--- src/rtl/sdram_port_arbiter.sv ---
// Two-client round-robin burst arbiter in front of the sdram_top user port.
// Optional XFER watchdog is compiled in when ARB_TIMEOUT_EN is defined.
module sdram_port_arbiter #(
  parameter int ADDR_W         = 24,
  parameter int DATA_W         = 16,
  parameter int LEN_W          = 10,
  parameter int MAX_LEN        = 512,
  parameter int TIMEOUT_CYCLES = 4096
) (
  input  logic              clk,
  input  logic              rst_n,
  input  logic              c0_req,
  input  logic              c0_wr,
  input  logic [ADDR_W-1:0] c0_addr,
  input  logic [LEN_W-1:0]  c0_len,
  input  logic [DATA_W-1:0] c0_wdata,
  output logic              c0_gnt,
  output logic              c0_wr_ack,
  output logic              c0_rd_ack,
  output logic              c0_done,
  input  logic              c1_req,
  input  logic              c1_wr,
  input  logic [ADDR_W-1:0] c1_addr,
  input  logic [LEN_W-1:0]  c1_len,
  input  logic [DATA_W-1:0] c1_wdata,
  output logic              c1_gnt,
  output logic              c1_wr_ack,
  output logic              c1_rd_ack,
  output logic              c1_done,
  output logic [DATA_W-1:0] rdata,
  output logic              err,
  input  logic              sdram_init_done,
  output logic              sdram_wr_req,
  output logic              sdram_rd_req,
  input  logic              sdram_wr_ack,
  input  logic              sdram_rd_ack,
  input  logic [DATA_W-1:0] sys_data_out,
  output logic [ADDR_W-1:0] sys_wraddr,
  output logic [ADDR_W-1:0] sys_rdaddr,
  output logic [LEN_W-1:0]  sdwr_byte,
  output logic [LEN_W-1:0]  sdrd_byte,
  output logic [DATA_W-1:0] sys_data_in
);

  typedef enum logic [1:0] {
    S_INIT = 2'd0,
    S_IDLE = 2'd1,
    S_XFER = 2'd2,
    S_DONE = 2'd3
  } state_t;

  localparam logic [LEN_W-1:0]  MAX_LEN_V = LEN_W'(MAX_LEN);
  localparam logic [LEN_W-1:0]  LEN_ZERO  = {LEN_W{1'b0}};
  localparam logic [LEN_W-1:0]  LEN_ONE   = {{(LEN_W-1){1'b0}}, 1'b1};
  localparam logic [DATA_W-1:0] DATA_ZERO = {DATA_W{1'b0}};
  localparam logic [ADDR_W-1:0] ADDR_ZERO = {ADDR_W{1'b0}};

  // A zero or oversized length means "largest legal burst".
  function automatic logic [LEN_W-1:0] clamp_len(input logic [LEN_W-1:0] len);
    logic [LEN_W-1:0] res;
    if ((len == LEN_ZERO) || (len > MAX_LEN_V)) begin
      res = MAX_LEN_V;
    end else begin
      res = len;
    end
    return res;
  endfunction

  state_t            state_q, state_d;
  logic              gnt0_q, gnt0_d;
  logic              gnt1_q, gnt1_d;
  logic              wr_req_q, wr_req_d;
  logic              rd_req_q, rd_req_d;
  logic              done0_q, done0_d;
  logic              done1_q, done1_d;
  logic              err_q, err_d;
  logic              wr_q, wr_d;
  logic [ADDR_W-1:0] addr_q, addr_d;
  logic [LEN_W-1:0]  len_q, len_d;
  logic              rr_last_q, rr_last_d;
  logic [LEN_W-1:0]  cnt_q, cnt_d;

  logic              grant_any_s;
  logic              grant_sel_s;
  logic              req_wr_s;
  logic [ADDR_W-1:0] req_addr_s;
  logic [LEN_W-1:0]  req_len_s;
  logic              ack_v_s;
  logic              last_word_s;

`ifdef ARB_TIMEOUT_EN
  localparam int             WD_W    = $clog2(TIMEOUT_CYCLES + 1);
  localparam logic [WD_W-1:0] WD_LAST = WD_W'(TIMEOUT_CYCLES - 1);
  localparam logic [WD_W-1:0] WD_ONE  = {{(WD_W-1){1'b0}}, 1'b1};
  logic [WD_W-1:0] wd_q, wd_d;
`else
  logic unused_timeout_s;
  assign unused_timeout_s = (TIMEOUT_CYCLES > 0);
`endif

  // Tie goes to the client that did not win last; a lone requester always wins.
  always_comb begin
    grant_any_s = c0_req | c1_req;
    if (c0_req && c1_req) begin
      grant_sel_s = ~rr_last_q;
    end else begin
      grant_sel_s = c1_req;
    end
  end

  // Burst descriptor of the client about to be granted.
  always_comb begin
    if (grant_sel_s) begin
      req_wr_s   = c1_wr;
      req_addr_s = c1_addr;
      req_len_s  = clamp_len(c1_len);
    end else begin
      req_wr_s   = c0_wr;
      req_addr_s = c0_addr;
      req_len_s  = clamp_len(c0_len);
    end
  end

  assign ack_v_s     = (state_q == S_XFER) & (wr_q ? sdram_wr_ack : sdram_rd_ack);
  assign last_word_s = (cnt_q == (len_q - LEN_ONE));

  // Next-state and next-output logic for the arbitration FSM.
  always_comb begin
    state_d   = state_q;
    gnt0_d    = gnt0_q;
    gnt1_d    = gnt1_q;
    wr_req_d  = wr_req_q;
    rd_req_d  = rd_req_q;
    done0_d   = 1'b0;
    done1_d   = 1'b0;
    err_d     = err_q;
    wr_d      = wr_q;
    addr_d    = addr_q;
    len_d     = len_q;
    rr_last_d = rr_last_q;
    cnt_d     = cnt_q;
`ifdef ARB_TIMEOUT_EN
    wd_d      = wd_q;
`endif
    case (state_q)
      S_INIT: begin
        if (sdram_init_done) begin
          state_d = S_IDLE;
        end else begin
          state_d = S_INIT;
        end
      end
      S_IDLE: begin
        if (grant_any_s) begin
          state_d   = S_XFER;
          gnt0_d    = ~grant_sel_s;
          gnt1_d    = grant_sel_s;
          wr_req_d  = req_wr_s;
          rd_req_d  = ~req_wr_s;
          wr_d      = req_wr_s;
          addr_d    = req_addr_s;
          len_d     = req_len_s;
          rr_last_d = grant_sel_s;
          cnt_d     = LEN_ZERO;
`ifdef ARB_TIMEOUT_EN
          wd_d      = {WD_W{1'b0}};
`endif
        end else begin
          state_d = S_IDLE;
        end
      end
      S_XFER: begin
        if (ack_v_s && last_word_s) begin
          state_d  = S_DONE;
          gnt0_d   = 1'b0;
          gnt1_d   = 1'b0;
          wr_req_d = 1'b0;
          rd_req_d = 1'b0;
          done0_d  = gnt0_q;
          done1_d  = gnt1_q;
          cnt_d    = cnt_q + LEN_ONE;
        end else if (ack_v_s) begin
          cnt_d = cnt_q + LEN_ONE;
`ifdef ARB_TIMEOUT_EN
          wd_d  = {WD_W{1'b0}};
`endif
        end else begin
`ifdef ARB_TIMEOUT_EN
          // Silent SDRAM: abandon the burst and flag it permanently.
          if (wd_q == WD_LAST) begin
            state_d  = S_DONE;
            gnt0_d   = 1'b0;
            gnt1_d   = 1'b0;
            wr_req_d = 1'b0;
            rd_req_d = 1'b0;
            done0_d  = gnt0_q;
            done1_d  = gnt1_q;
            err_d    = 1'b1;
          end else begin
            wd_d = wd_q + WD_ONE;
          end
`else
          cnt_d = cnt_q;
`endif
        end
      end
      S_DONE: begin
        cnt_d   = LEN_ZERO;
        state_d = S_IDLE;
      end
      default: begin
        state_d  = S_INIT;
        gnt0_d   = 1'b0;
        gnt1_d   = 1'b0;
        wr_req_d = 1'b0;
        rd_req_d = 1'b0;
        cnt_d    = LEN_ZERO;
      end
    endcase
  end

  // State and output registers; reset drops every output immediately.
  always_ff @(posedge clk or negedge rst_n) begin
    if (!rst_n) begin
      state_q   <= S_INIT;
      gnt0_q    <= 1'b0;
      gnt1_q    <= 1'b0;
      wr_req_q  <= 1'b0;
      rd_req_q  <= 1'b0;
      done0_q   <= 1'b0;
      done1_q   <= 1'b0;
      err_q     <= 1'b0;
      wr_q      <= 1'b0;
      addr_q    <= ADDR_ZERO;
      len_q     <= LEN_ZERO;
      rr_last_q <= 1'b1;
      cnt_q     <= LEN_ZERO;
`ifdef ARB_TIMEOUT_EN
      wd_q      <= {WD_W{1'b0}};
`endif
    end else begin
      state_q   <= state_d;
      gnt0_q    <= gnt0_d;
      gnt1_q    <= gnt1_d;
      wr_req_q  <= wr_req_d;
      rd_req_q  <= rd_req_d;
      done0_q   <= done0_d;
      done1_q   <= done1_d;
      err_q     <= err_d;
      wr_q      <= wr_d;
      addr_q    <= addr_d;
      len_q     <= len_d;
      rr_last_q <= rr_last_d;
      cnt_q     <= cnt_d;
`ifdef ARB_TIMEOUT_EN
      wd_q      <= wd_d;
`endif
    end
  end

  // Write data comes from whichever client currently owns the port.
  always_comb begin
    if (gnt1_q) begin
      sys_data_in = c1_wdata;
    end else if (gnt0_q) begin
      sys_data_in = c0_wdata;
    end else begin
      sys_data_in = DATA_ZERO;
    end
  end

  assign c0_gnt       = gnt0_q;
  assign c1_gnt       = gnt1_q;
  assign c0_wr_ack    = gnt0_q & wr_q & sdram_wr_ack;
  assign c1_wr_ack    = gnt1_q & wr_q & sdram_wr_ack;
  assign c0_rd_ack    = gnt0_q & ~wr_q & sdram_rd_ack;
  assign c1_rd_ack    = gnt1_q & ~wr_q & sdram_rd_ack;
  assign c0_done      = done0_q;
  assign c1_done      = done1_q;
  assign err          = err_q;
  assign sdram_wr_req = wr_req_q;
  assign sdram_rd_req = rd_req_q;
  assign rdata        = rd_req_q ? sys_data_out : DATA_ZERO;
  assign sys_wraddr   = addr_q;
  assign sys_rdaddr   = addr_q;
  assign sdwr_byte    = len_q;
  assign sdrd_byte    = len_q;

endmodule
--- config.mk ---
export PLATFORM = sky130hd
export DESIGN_NAME = sdram_port_arbiter
export DESIGN_NICKNAME = d
export VERILOG_FILES = /design/src/rtl/sdram_port_arbiter.sv
export SDC_FILE = /design/constraint.sdc
export NUM_CORES = 1
export LEC_CHECK = 0
export CAP_MARGIN = 10
export CORE_MARGIN = 2
export CORE_UTILIZATION = 35
export DETAILED_ROUTE_END_ITERATION = 10
export PLACE_DENSITY = 0.85
export SYNTH_ARGS = -nofsm -noshare
export SYNTH_HDL_FRONTEND = slang
export SYNTH_SLANG_ARGS = --single-unit
--- constraint.sdc ---
create_clock -name clk -period 2.5 [get_ports clk]
set_clock_uncertainty 0.1 [all_clocks]
set_input_delay 0.5 -clock clk [delete_from_list [all_inputs] [get_ports clk]]
set_output_delay 0.5 -clock clk [all_outputs]
set_load 0.03 [all_outputs]
# [Word-level counts from Yosys, hierarchy flattened]
# Index checks and enable logic that the tools add are counted.
[totals] ff_bits=54 latchBits=0 ramBits=0 rom_bits=0 input_bits=125 output_inout_bits=111 wordCells=80 memories=0
[op_classes] add_sub_neg=2 mul=0 n_div=0 magnitude_cmp=2 n_eq_ne=7 shifts=0 n_mux=31 n_bitwise=14 n_reduce_logical=12
[op_table] op="$mux W10" n=6
[op_table] op="$mux W16" n=3
[op_table] op="$pmux W10 S3" n=1
[op_table] op="$mux W24" n=1
[op_table] op="$gt A10 B10 Y1 const B" n=2
[op_table] op="$logic_not A10 Y1" n=2
[op_table] op="$mux W1" n=13
[op_table] op="$add A10 B1 Y10 const B" n=1
[op_table] op="$eq A10 B10 Y1" n=1
[op_table] op="$sub A10 B1 Y10 const B" n=1
[op_table] op="$and A1 B1 Y1" n=9
[op_table] op="$pmux W1 S2" n=4
[op_table] op="$pmux W2 S4" n=1
[op_table] op="$reduce_and A3 Y1" n=2
[op_table] op="$eq A2 B2 Y1 const B" n=2
[op_table] op="$mux W2" n=2
[op_table] op="$not A1 Y1" n=4
[op_table] op="$ne A3 B2 Y1 const B" n=1
[op_table] op="$reduce_bool A3 Y1" n=1
[op_table] op="$eq A2 B1 Y1 const B" n=1
[op_table] op="$logic_and A1 B1 Y1" n=2
[op_table] op="$logic_not A2 Y1" n=1
[op_table] op="$logic_or A1 B1 Y1" n=2
[op_table] op="$ne A2 B1 Y1 const B" n=1
[op_table] op="other kinds (4)" n=4

# [Depth between registers and ports, before layout]
# Gate-level depths: netlist of the first run.
[depth] word_depth=6 depth_mapped=8 depth_no_buf=7

# [Least setup slack after synthesis of the first run]
# No wires, ideal clock.
[synth_timing] path_kind="register to register" start="register len_q[0] (netlist: sdrd_byte[0])" end="register rd_req_q (netlist: sdram_rd_req)" arrival_ns=2.053 setup_slack_ns=0.200 stages_incl_launch_ff=9 period_less_slack_ns=2.300 path_cell_list="dfrtp_1 -> inv_1 -> ha_1 -> clkbuf_1 -> and2b_1 -> or3_1 -> a31oi_1 -> and4_1 -> a31oi_1"
[synth_via] elab_chain_len=5
[synth_rtl] item="start, declared" line="79" rtl="logic [LEN_W-1:0] len_q, len_d;"
[synth_rtl] item="start signal, assigned" line="252" rtl="len_q <= len_d;"
[synth_rtl] item="$sub A10 B1 Y10" line="125" rtl="assign last_word_s = (cnt_q == (len_q - LEN_ONE));"
[synth_rtl] item="$eq A10 B10 Y1" line="125"
[synth_rtl] item="$logic_and A1 B1 Y1" line="173" rtl="if (ack_v_s && last_word_s) begin"
[synth_rtl] item="$ne A2 B1 Y1 (no source line)"
[synth_rtl] item="$reduce_and A3 Y1 (no source line)"
[synth_rtl] item="end signal, assigned" line="246" rtl="rd_req_q <= rd_req_d;"
[synth_rtl] item="end, declared" line="73" rtl="logic rd_req_q, rd_req_d;"
# No other way between the ends.
# A chain may end at the register's enable or synchronous reset.

# [Final worst setup path of the first run]
[layout_timing] start="input sys_data_out[8]" end="output rdata[8]"
[layout_via] elab_chain_len=1
[layout_rtl] item="start, declared" line="37" rtl="input logic [DATA_W-1:0] sys_data_out,"
[layout_rtl] item="$mux W16" line="283" rtl="assign rdata = rd_req_q ? sys_data_out : DATA_ZERO;"
[layout_rtl] item="end, declared" line="30" rtl="output logic [DATA_W-1:0] rdata,"
# No other way between the ends.

==> metrics.txt, run 1 <==
# TYPE chip_impl_metric gauge
chip_impl_metric{name="num_antenna_cells",unit=""} 0
chip_impl_info{name="synth_top_cells_by_area",value="dfrtp_1 (40%), buf_4 (7.9%), a222oi_1 (7.2%)"} 1
chip_impl_metric{name="clk_latency",unit="ns"} 0.31
chip_impl_info{name="most_frequently_used_flop_master_after_synthesis",value="dfrtp_1"} 1
chip_impl_metric{name="synth-edff-count",unit=""} 0
chip_impl_metric{name="number_of_antenna_violations_at_the_first_check_in_global_routing",unit=""} 0
chip_impl_metric{name="postSynthRegisterBits",unit=""} 54
chip_impl_info{name="cell_breakdown_of_the_critical_path",value="clkdlybuf4s50_1 -> and2_1 -> clkdlybuf4s50_1"} 1
chip_impl_metric{name="final_period_minus_worst_setup_slack",unit="ns"} 2.35
chip_impl_metric{name="drt_antenna_net_count",unit=""} 0
chip_impl_metric{name="hpwlAfterDp",unit="um"} 9230
chip_impl_info{name="hp-class",value="in2async"} 1
chip_impl_metric{name="clock_path_buffers",unit=""} 2
chip_impl_info{name="synth_most_common_cell",value="dfrtp_1"} 1
chip_impl_metric{name="timing.critical_path.buf_inv",unit=""} 2
chip_impl_metric{name="synth_nets",unit=""} 488
chip_impl_metric{name="cts-htree-levels",unit=""} 2
chip_impl_info{name="kind_of_cell_adding_the_most_delay_to_the_critical_path",value="buffers and inverters"} 1
chip_impl_metric{name="clkTransAtPathRegs",unit="ns"} 0.10
chip_impl_metric{name="placement.setup.worst_slack",unit="ns"} 0.0153
chip_impl_metric{name="io_buffer_count",unit=""} 234
chip_impl_metric{name="cts.sink_count",unit=""} 54
chip_impl_metric{name="powerDensity",unit="nW/um2"} 1280
chip_impl_metric{name="slew_headroom",unit="%"} 46.9
chip_impl_info{name="synth_commonest_cells",value="dfrtp_1 (53), buf_4 (35), inv_1 (31)"} 1
chip_impl_info{name="crit_top_cell",value="clkdlybuf4s50_1"} 1
chip_impl_metric{name="synth_warnings",unit=""} 0
chip_impl_metric{name="peakVddDrop",unit="V"} 0.000692
chip_impl_metric{name="worst_ep_required_time",unit="ns"} 1.90
chip_impl_metric{name="finalNonFillerCells",unit=""} 691
chip_impl_info{name="run_status",value="completed"} 1
chip_impl_metric{name="num_rows",unit=""} 35
chip_impl_metric{name="setup_total_negative_slack",unit="ns"} 0
chip_impl_info{name="critical_path.startpoint",value="sys_data_out[8]"} 1
chip_impl_metric{name="numCtsBuffers",unit=""} 5
chip_impl_metric{name="reg2reg_setup_slack",unit="ns"} 0.23
chip_impl_metric{name="finalWorstSetupSlack",unit="ns"} 0.149
chip_impl_metric{name="report.final.setup_viol",unit=""} 0
chip_impl_metric{name="cts_hold_buffers",unit=""} 0
chip_impl_metric{name="critPathMaxStageDelay",unit="ns"} 0.67
chip_impl_metric{name="post_detailed_route_wirelength_per_cell",unit="um"} 16.7
chip_impl_info{name="crit_path_end_kind",value="output pin"} 1
chip_impl_metric{name="hold_viol",unit=""} 0
chip_impl_info{name="cpMaxStageDelayCell",value="clkdlybuf4s50_1"} 1
chip_impl_metric{name="gp_congestion",unit=""} 0.855
chip_impl_metric{name="ys_async_sr_fraction",unit="%"} 100
chip_impl_metric{name="vias_per_cell",unit=""} 5.22
chip_impl_metric{name="clock.fmax",unit="GHz"} 0.425
chip_impl_metric{name="power.total",unit="mW"} 7.29
chip_impl_metric{name="yosysUniqueCellTypes",unit=""} 51
chip_impl_metric{name="finalMaxSlewViolations",unit=""} 0
chip_impl_metric{name="via_count_of_the_first_global_routing_pass",unit=""} 3594
chip_impl_metric{name="firstDrtPassIters",unit=""} 6
chip_impl_metric{name="timing.critical_path.depth",unit=""} 3
chip_impl_metric{name="synthesis.area",unit="um2"} 3340
chip_impl_metric{name="count_of_nets_after_finishing",unit=""} 688
chip_impl_metric{name="rr_worst_depth",unit=""} 7
chip_impl_metric{name="die_h",unit="um"} 102
chip_impl_metric{name="fp.dieArea",unit="um2"} 10300
chip_impl_info{name="criticalPathCategory",value="in2out"} 1
chip_impl_metric{name="ys_seq_area_share",unit="%"} 40.5
chip_impl_metric{name="synth_area_per_cell",unit="um2"} 9.25
chip_impl_info{name="ctsRootBufferMaster",value="clkbuf_8"} 1
chip_impl_metric{name="core_region_area",unit="um2"} 9240
chip_impl_metric{name="count_of_unresolved_drc_violations_after_routing",unit=""} 0
chip_impl_info{name="r2r_start",value="sdrd_byte[0]$_DFFE_PN0P_"} 1
chip_impl_info{name="critical_path.endpoint",value="rdata[8]"} 1
chip_impl_info{name="tritoncts",value="yes"} 1
chip_impl_metric{name="floorplan.io_pins",unit=""} 236
chip_impl_metric{name="period_share",unit="%"} 94.1
chip_impl_metric{name="drt-initial-drc-count",unit=""} 308
chip_impl_metric{name="placed_cells_incl_taps",unit=""} 683
chip_impl_metric{name="fin_worst_hold_slack",unit="ns"} 0.166
chip_impl_metric{name="crit_path_dat",unit="ns"} 1.75
chip_impl_metric{name="vias",unit=""} 3606
chip_impl_metric{name="reported_max_cap_violation_count",unit=""} 0
chip_impl_metric{name="grt_remaining_overflow",unit=""} 0
chip_impl_info{name="worst_setup_path_start_kind",value="input port"} 1
chip_impl_metric{name="area_growth_syn_to_layout",unit="%"} 70.8
chip_impl_metric{name="die_width",unit="um"} 102
chip_impl_metric{name="synthDominantCellAreaShare",unit="%"} 39.7
chip_impl_metric{name="initial_utilization",unit="%"} 36.1
chip_impl_metric{name="leakage",unit="nW"} 2.42
chip_impl_metric{name="worst_slew_pin_slew",unit="ns"} 0.796
chip_impl_metric{name="wire_length_of_the_first_global_routing_pass",unit="um"} 17300
chip_impl_info{name="crit-reg2reg-capture",value="c1_gnt$_DFFE_PN0P_"} 1
chip_impl_metric{name="largest_reg_flops",unit=""} 24
chip_impl_metric{name="routed_wl",unit="um"} 11500
chip_impl_metric{name="critPathMaxFanout",unit=""} 1
chip_impl_metric{name="drive_gt1_share",unit="%"} 9.07
chip_impl_info{name="setup_repair_after_global_routing_missed_its_margin",value="false"} 1
chip_impl_info{name="yosysTopAreaCell",value="dfrtp_1"} 1
chip_impl_metric{name="grt_max_degree",unit=""} 37
chip_impl_metric{name="netlist_instances",unit=""} 361
chip_impl_metric{name="grt_util_all_layers",unit="%"} 21.0
## final cells by class
class | instances | area, um2
Fill cell | 776 | 3540
Timing Repair Buffer | 246 | 2410
Multi-Input combinational cell | 223 | 1540
Sequential cell | 54 | 1350
Tap cell | 129 | 161
Inverter | 31 | 116
Clock buffer | 5 | 68.8
Clock inverter | 3 | 47.5
## cell families (layout without fill, tap and decap cells)
group	Yosys count	count (layout)	synth area share [%]
simple gates	113	113	18.5
compound gates	87	87	21.2
buf+inv	84	285	13.5
flops	54	54	40.5
xor+xnor	18	18	4.72
fa+ha+maj	2	2	0.749
mux	2	2	0.674
other cells	1	1	0.112
## layer usage
metal / up-vias / wire [um] / GRT usage [%]
met3: 9 / 1070 / 5.45
met4: 0 / 97 / 4.99
met5: - / 0 / 0
met1: 1717 / 4340 / 24.8
li1: 1681 / - / -
met2: 199 / 6020 / 38.0
## how the worst min path moves through the flow
| stage | endpoint |
|---|---|
| finish | sys_rdaddr[3]$_DFFE_PN0P_ |
| global route | sys_rdaddr[3]$_DFFE_PN0P_ |
| CTS | sys_rdaddr[2]$_DFFE_PN0P_ |
| detailed placement | rr_last_q$_DFFE_PN1P_ |
| global placement | rr_last_q$_DFFE_PN1P_ |
| floorplan | async pin |
## layout by cell type, fill, tap and decap left out, drive strengths merged, types with 2 or more instances in the layout
| cell | instances |
|---|---|
| buf | 33 |
| and3 | 2 |
| and4 | 3 |
| o21a | 3 |
| a21boi | 2 |
| nand2 | 20 |
| ha | 2 |
| a222oi | 24 |
| a221o | 7 |
| nor3b | 3 |
| and2 | 20 |
| mux2 | 2 |
| nand2b | 5 |
| nor2b | 2 |
| xor2 | 4 |
| nand4 | 4 |
| dfrtp | 53 |
| inv | 33 |
| clkbuf | 5 |
| a31oi | 9 |
| or3 | 3 |
| o21ai | 8 |
| nand3 | 4 |
| nor2 | 24 |
| clkdlybuf4s50 | 213 |
| nor4 | 8 |
| a21oi | 8 |
| nor3 | 8 |
| a211oi | 2 |
| o31a | 2 |
| a22o | 16 |
| xnor2 | 14 |
## power breakdown
part | switching [mW] | leakage (nW) | internal (mW)
clock network | 0.307 | 0.0591 | 0.306
registers | 0.448 | 0.691 | 1.21
logic | 2.84 | 1.67 | 2.18
total | 3.59 | 2.42 | 3.70
## what timing repair did
action,4_1_cts,5_1_grt
setup endpoints to repair,0,16
gates resized for setup,0,1
setup buffers,0,0
## worst register-to-register path, stage by stage (launching register included)
cell	delay (ns)
dfrtp_1	0.50
inv_1	0.10
ha_1	0.24
and2b_1	0.16
or3_1	0.35
a31oi_1	0.23
and4_1	0.35
a21oi_1	0.11
## per-stage QoR
step                      cell area [um2]  util, %
after floorplan                      3340        -
after global placement               5590     60.4
after detailed placement             5590     60.4
after CTS                            5700     61.7
after global routing                 5700     61.7
final                                5700     61.7
Power figures use the tool's default switching activity.
==> run 2: changes to the inputs <==
--- a/config.mk
+++ b/config.mk
@@ -10,5 +10,6 @@
 export CORE_UTILIZATION = 35
 export DETAILED_ROUTE_END_ITERATION = 10
-export PLACE_DENSITY = 0.85
+export PLACE_DENSITY = 0.81
+export SKIP_LAST_GASP = 1
 export SYNTH_ARGS = -nofsm -noshare
 export SYNTH_HDL_FRONTEND = slang
==> constraint.sdc (replaced) <==
create_clock -name clk -period 2.5 [get_ports clk]
set_clock_uncertainty 0.1 [all_clocks]
set_input_delay 0.5 -clock clk [delete_from_list [all_inputs] [get_ports clk]]
set_output_delay 0.5 -clock clk [all_outputs]
set_load 0.005 [all_outputs]
==> run 2 against run 1 <==
Non-clock buffer count increased by 4. First-iteration DRC count decreased by 31%. Sequential share of layout area decreased by 0.22 points. Count of clock-buffer cells in the layout increased by 1. Via count increased by 0.33%. Cell area increased by 0.86%. Die area unchanged. Largest power group unchanged. Highest routed layer unchanged.
==> metrics.txt, run 2 (synthesis gave the netlist of run 1 again) <==
# TYPE chip_impl_metric gauge
chip_impl_metric{name="area_growth_syn_to_layout",unit="%"} 72.2
chip_impl_metric{name="reported_max_cap_violation_count",unit=""} 0
chip_impl_metric{name="count_of_unresolved_drc_violations_after_routing",unit=""} 0
chip_impl_metric{name="grt_max_degree",unit=""} 33
chip_impl_metric{name="layout.cell_area.non_filler",unit="um2"} 5750
chip_impl_metric{name="peakVddDrop",unit="V"} 0.000508
chip_impl_metric{name="leakage",unit="nW"} 2.40
chip_impl_metric{name="cts_hold_buffers",unit=""} 0
chip_impl_metric{name="firstDrtPassIters",unit=""} 6
chip_impl_info{name="leading_cell_type_in_the_layout_fill_and_taps_excluded",value="clkdlybuf4s50_1"} 1
chip_impl_metric{name="slew_headroom",unit="%"} 63.4
chip_impl_metric{name="power.total",unit="mW"} 5.87
chip_impl_metric{name="worst_ep_required_time",unit="ns"} 1.90
chip_impl_info{name="setup_repair_after_global_routing_missed_its_margin",value="false"} 1
chip_impl_metric{name="worst_slew_pin_slew",unit="ns"} 0.550
chip_impl_metric{name="final_period_minus_worst_setup_slack",unit="ns"} 2.34
chip_impl_metric{name="critPathMaxFanout",unit=""} 15
chip_impl_metric{name="grt_remaining_overflow",unit=""} 0
chip_impl_metric{name="vias_per_cell",unit=""} 5.21
chip_impl_metric{name="grt_util_all_layers",unit="%"} 21.8
chip_impl_metric{name="drt-initial-drc-count",unit=""} 213
chip_impl_metric{name="vias",unit=""} 3618
chip_impl_metric{name="setup_total_negative_slack",unit="ns"} 0
chip_impl_metric{name="gp_congestion",unit=""} 0.874
chip_impl_info{name="tritoncts",value="yes"} 1
chip_impl_metric{name="cts.sink_count",unit=""} 54
chip_impl_metric{name="clkTransAtPathRegs",unit="ns"} 0.11
chip_impl_metric{name="num_rows",unit=""} 35
chip_impl_metric{name="core_region_area",unit="um2"} 9240
chip_impl_metric{name="period_share",unit="%"} 93.6
chip_impl_metric{name="clock_path_buffers",unit=""} 2
chip_impl_metric{name="largest_reg_flops",unit=""} 24
chip_impl_metric{name="crit_path_dat",unit="ns"} 1.74
chip_impl_metric{name="wire_length_of_the_first_global_routing_pass",unit="um"} 17900
chip_impl_info{name="worst_setup_path_start_kind",value="register"} 1
chip_impl_metric{name="final.fill_count",unit=""} 770
chip_impl_metric{name="die_width",unit="um"} 102
chip_impl_metric{name="clock.fmax",unit="GHz"} 0.427
chip_impl_info{name="ctsRootBufferMaster",value="clkbuf_8"} 1
chip_impl_metric{name="count_of_nets_after_finishing",unit=""} 692
chip_impl_metric{name="powerDensity",unit="nW/um2"} 1020
chip_impl_metric{name="initial_utilization",unit="%"} 36.1
chip_impl_metric{name="post_detailed_route_wirelength_per_cell",unit="um"} 16.7
chip_impl_metric{name="drt_antenna_net_count",unit=""} 0
chip_impl_info{name="leading_cell_types_in_the_layout_fill_and_taps_excluded",value="clkdlybuf4s50_1 (233), dfrtp_1 (53), inv_1 (31)"} 1
chip_impl_info{name="crit_path_end_kind",value="output pin"} 1
chip_impl_metric{name="die_h",unit="um"} 102
chip_impl_metric{name="report.final.setup_viol",unit=""} 0
chip_impl_metric{name="io_buffer_count",unit=""} 234
chip_impl_metric{name="routed_wl",unit="um"} 11600
chip_impl_info{name="hp-class",value="in2async"} 1
chip_impl_metric{name="num_antenna_cells",unit=""} 0
chip_impl_metric{name="dpl_cell_area",unit="um2"} 5650
chip_impl_metric{name="via_count_of_the_first_global_routing_pass",unit=""} 3643
chip_impl_metric{name="hold_viol",unit=""} 0
chip_impl_metric{name="clk_latency",unit="ns"} 0.31
chip_impl_metric{name="cts-resized-gates",unit=""} 0
chip_impl_metric{name="hpwlAfterDp",unit="um"} 9270
chip_impl_metric{name="drive_gt1_share",unit="%"} 6.01
chip_impl_metric{name="finalMaxSlewViolations",unit=""} 0
chip_impl_info{name="criticalPathCategory",value="reg2out"} 1
chip_impl_info{name="run_status",value="completed"} 1
chip_impl_metric{name="numCtsBuffers",unit=""} 5
chip_impl_metric{name="number_of_antenna_violations_at_the_first_check_in_global_routing",unit=""} 0
chip_impl_metric{name="cts-htree-levels",unit=""} 2
chip_impl_metric{name="floorplan.io_pins",unit=""} 236
chip_impl_metric{name="fp.dieArea",unit="um2"} 10300
chip_impl_metric{name="post-cts-setup-buffers",unit=""} 0
## run 2: critical path, cell delays in order (launching register included)
cell and delay [ns]:
dfrtp_1 0.35, inv_1 0.10, nor2_1 0.11, buf_4 0.21
a22o_1 0.16, clkdlybuf4s50_1 0.51
## run 2: cell type report
class | instances | area [um2] | area share (%)
repair buffers | 250 | 2480 | 43.2
well taps | 129 | 161 | 2.81
multi-input cells | 223 | 1540 | 26.8
flip-flops and latches | 54 | 1350 | 23.5
clock inverters | 2 | 16.3 | 0.283
clock buffers | 6 | 82.6 | 1.44
inverters | 31 | 116 | 2.02
## run 2: power by group
group | internal (mW) | leakage (nW) | total, mW | switching, mW
Combinational | 2.27 | 1.66 | 3.70 | 1.43
Sequential | 1.21 | 0.692 | 1.64 | 0.430
Clock | 0.229 | 0.0478 | 0.526 | 0.297
## run 2: per-layer routing
metal  vias to the layer above  share of wire (%)  GRT usage [%]
met2                       180                 51           39.4
met4                         0                1.1           4.68
li1                       1687                  -              -
met3                        12                8.3           4.42
met1                      1739                 39           26.9
met5                         -                  0              0
## run 2: worst paths after layout
kind | startpoint | end | slack (ns) | cells past startpoint
max | c0_gnt$_DFFE_PN0P_ | sys_data_in[7] | 0.16 | 5
min | rst_n | sys_rdaddr[2]$_DFFE_PN0P_ | 0.06 | 1
max reg2reg | sdrd_byte[0]$_DFFE_PN0P_ | sdram_rd_req$_DFFE_PN0P_ | 0.27 | 7
min reg2reg | rr_last_q$_DFFE_PN1P_ | rr_last_q$_DFFE_PN1P_ | 0.39 | 2
max in group asynchronous | rst_n | cnt_q[7]$_DFFE_PN0P_ | 1.46 | 2
min in group clk | rr_last_q$_DFFE_PN1P_ | rr_last_q$_DFFE_PN1P_ | 0.39 | 2
## run 2: metrics by stage
step           utilization, %  cells  hold WS (ns)  worst slack (ns)
2_1_floorplan               -    361         0.104             0.387
5_1_grt                  62.2    695         0.125            0.0101
3_3_place_gp             61.2    687         0.354             0.159
3_5_place_dp             61.2    687         0.375             0.153
6_report                 62.2    695        0.0583             0.159
4_1_cts                  62.2    695        0.0801             0.130
==> run 3: changes to the inputs <==
Settings changed: GPL_TIMING_DRIVEN set to 0, TNS_END_PERCENT set to 100.
==> run 3 against run 2 <==
Count of clock-buffer cells in the layout grew 1. Via count grew 3.5%. Worst setup slack worse by 0.021 ns. Power increased by 5.0%. Sequential share of layout area is 0.95 points lower. Flip-flop and latch count is the same.
==> metrics.txt, run 3 (synthesis gave the netlist of run 1 again) <==
# TYPE chip_impl_metric gauge
chip_impl_metric{name="routed_wl",unit="um"} 11900
chip_impl_metric{name="drt_antenna_net_count",unit=""} 0
chip_impl_metric{name="finalMaxSlewViolations",unit=""} 0
chip_impl_metric{name="rr_worst_depth",unit=""} 8
chip_impl_metric{name="reported_max_cap_violation_count",unit=""} 0
chip_impl_info{name="tritoncts",value="yes"} 1
chip_impl_info{name="ctsRootBufferMaster",value="clkbuf_8"} 1
chip_impl_metric{name="hpwlAfterDp",unit="um"} 9670
chip_impl_metric{name="clk_latency",unit="ns"} 0.30
chip_impl_metric{name="die_width",unit="um"} 102
chip_impl_info{name="cpMaxStageDelayCell",value="clkdlybuf4s50_1"} 1
chip_impl_info{name="criticalPathCategory",value="reg2out"} 1
chip_impl_metric{name="finalNonFillerCells",unit=""} 735
chip_impl_info{name="cell_breakdown_of_the_critical_path",value="buf_4 -> buf_4 -> a22o_1 -> clkdlybuf4s50_1"} 1
chip_impl_metric{name="floorplan.io_pins",unit=""} 236
chip_impl_metric{name="post_detailed_route_wirelength_per_cell",unit="um"} 16.2
chip_impl_metric{name="core_region_area",unit="um2"} 9240
chip_impl_info{name="kind_of_cell_adding_the_most_delay_to_the_critical_path",value="buffers and inverters"} 1
chip_impl_metric{name="clock_path_buffers",unit=""} 2
chip_impl_metric{name="io_buffer_count",unit=""} 234
chip_impl_metric{name="cts-htree-levels",unit=""} 2
chip_impl_metric{name="count_of_unresolved_drc_violations_after_routing",unit=""} 0
chip_impl_metric{name="timing.critical_path.depth",unit=""} 4
chip_impl_info{name="leading_cell_type_in_the_layout_fill_and_taps_excluded",value="clkdlybuf4s50_1"} 1
chip_impl_metric{name="peakVddDrop",unit="V"} 0.000558
chip_impl_metric{name="die_h",unit="um"} 102
chip_impl_metric{name="cts.sink_count",unit=""} 54
chip_impl_metric{name="critPathMaxStageDelay",unit="ns"} 0.46
chip_impl_info{name="crit_top_cell",value="buf_4"} 1
chip_impl_metric{name="drt-initial-drc-count",unit=""} 213
chip_impl_metric{name="grt_util_all_layers",unit="%"} 21.5
chip_impl_metric{name="initial_utilization",unit="%"} 36.1
chip_impl_metric{name="num_rows",unit=""} 35
chip_impl_metric{name="gp_congestion",unit=""} 0.866
chip_impl_info{name="leading_cell_types_in_the_layout_fill_and_taps_excluded",value="clkdlybuf4s50_1 (232), dfrtp_1 (51), buf_4 (41)"} 1
chip_impl_metric{name="num_antenna_cells",unit=""} 0
chip_impl_metric{name="period_share",unit="%"} 94.5
chip_impl_metric{name="firstDrtPassIters",unit=""} 5
chip_impl_metric{name="setup_total_negative_slack",unit="ns"} 0
chip_impl_metric{name="vias_per_cell",unit=""} 5.09
chip_impl_metric{name="clkTransAtPathRegs",unit="ns"} 0.10
chip_impl_info{name="run_status",value="completed"} 1
chip_impl_metric{name="numCtsBuffers",unit=""} 5
chip_impl_metric{name="fp.dieArea",unit="um2"} 10300
chip_impl_metric{name="via_count_of_the_first_global_routing_pass",unit=""} 3726
chip_impl_info{name="setup_repair_after_global_routing_missed_its_margin",value="true"} 1
chip_impl_metric{name="slew_headroom",unit="%"} 56.8
chip_impl_metric{name="drive_gt1_share",unit="%"} 10.7
chip_impl_metric{name="powerDensity",unit="nW/um2"} 1030
chip_impl_metric{name="wire_length_of_the_first_global_routing_pass",unit="um"} 17600
chip_impl_metric{name="worst_slew_pin_slew",unit="ns"} 0.648
chip_impl_metric{name="clock.fmax",unit="GHz"} 0.423
chip_impl_metric{name="vias",unit=""} 3743
chip_impl_metric{name="critPathMaxFanout",unit=""} 10
chip_impl_metric{name="leakage",unit="nW"} 2.58
chip_impl_metric{name="grt_remaining_overflow",unit=""} 0
chip_impl_metric{name="area_growth_syn_to_layout",unit="%"} 79.8
chip_impl_metric{name="grt_max_degree",unit=""} 29
chip_impl_metric{name="count_of_nets_after_finishing",unit=""} 732
chip_impl_metric{name="crit_path_dat",unit="ns"} 1.76
chip_impl_metric{name="largest_reg_flops",unit=""} 24
chip_impl_info{name="worst_setup_path_start_kind",value="register"} 1
chip_impl_metric{name="fin_worst_hold_slack",unit="ns"} 0.106
chip_impl_info{name="crit_path_end_kind",value="output pin"} 1
chip_impl_metric{name="placed_cells_incl_taps",unit=""} 725
chip_impl_metric{name="hold_viol",unit=""} 0
chip_impl_metric{name="worst_ep_required_time",unit="ns"} 1.90
chip_impl_info{name="hp-class",value="in2async"} 1
chip_impl_metric{name="number_of_antenna_violations_at_the_first_check_in_global_routing",unit=""} 0
chip_impl_metric{name="final_period_minus_worst_setup_slack",unit="ns"} 2.36
chip_impl_metric{name="timing.critical_path.buf_inv",unit=""} 3
chip_impl_metric{name="report.final.setup_viol",unit=""} 0
-- run 3: cell count changes in the layout (fill, tap and decap cells not counted), moves of 2 or more --
cell / change
buf_4: +27
clkbuf_1: +11
buf_2: +3
dfrtp_1: -2
dfrtp_2: +2
-- run 3: metrics by stage --
step	worst slack (ns)	total power [mW]	area (um2)	utilization, %
after detailed placement	-0.267	5.59	5860	63.4
after CTS	0.0248	6.19	5990	64.8
after global placement	-0.762	5.48	5840	63.2
after global routing	-0.00890	6.61	6010	65.0
final	0.138	6.17	6010	65.0
after floorplan	0.387	3.44	3340	-
-- run 3: power breakdown --
group          total (mW)  switching [mW]  leakage [nW]  internal (mW)
sequential           1.67           0.453         0.689           1.21
combinational        3.95            1.47          1.83           2.49
clock               0.545           0.290        0.0544          0.255
total                6.17            2.21          2.58           3.95
-- run 3: worst paths after layout --
| check | start | endpoint | slack [ns] |
|---|---|---|---|
| max in group asynchronous | rst_n | sdrd_byte[0]$_DFFE_PN0P_ | 1.61 |
| hold reg to reg | rr_last_q$_DFFE_PN1P_ | rr_last_q$_DFFE_PN1P_ | 0.38 |
| min in group clk | rr_last_q$_DFFE_PN1P_ | rr_last_q$_DFFE_PN1P_ | 0.38 |
| setup reg to reg | sdrd_byte[0]$_DFFE_PN0P_ | sdram_wr_req$_DFFE_PN0P_ | 0.15 |
| setup / recovery | c1_gnt$_DFFE_PN0P_ | sys_data_in[13] | 0.14 |
| hold / removal | rst_n | sdrd_byte[5]$_DFFE_PN0P_ | 0.11 |
-- run 3: worst reg2reg max path: stages (launching register included) --
cell	delay, ns
dfrtp_2	0.45
inv_1	0.09
ha_1	0.20
clkbuf_1	0.20
and2b_1	0.20
or3_1	0.34
a31oi_1	0.21
and4_1	0.29
a31oi_1	0.11
-- run 3: layer usage --
layer / GRT usage (%) / vias to the layer above / wire (um) / part of all wire (%)
met2: 40.9 / 159 / 6350 / 53
met4: 5.72 / 0 / 133 / 1.1
met1: 24.3 / 1805 / 4560 / 38
met5: 0 / - / 0 / 0
met3: 4.21 / 10 / 848 / 7.1
li1: - / 1769 / - / -
-- run 3: layout make-up --
cell class	count	area, um2
inverters	31	116
repair buffers	238	2380
plain buffers	52	342
clock buffers	7	96.3
well taps	129	161
multi-input cells	223	1540
flip-flops and latches	54	1360
fillers	762	3230
clock inverters	1	8.76
-- run 3: repair_timing --
action,CTS,global route
pin swaps,0,1
endpoints found under the hold margin,0,0
buffers inserted,1,2
setup endpoints to repair,11,31
hold buffers,0,0
gates resized for setup,7,8
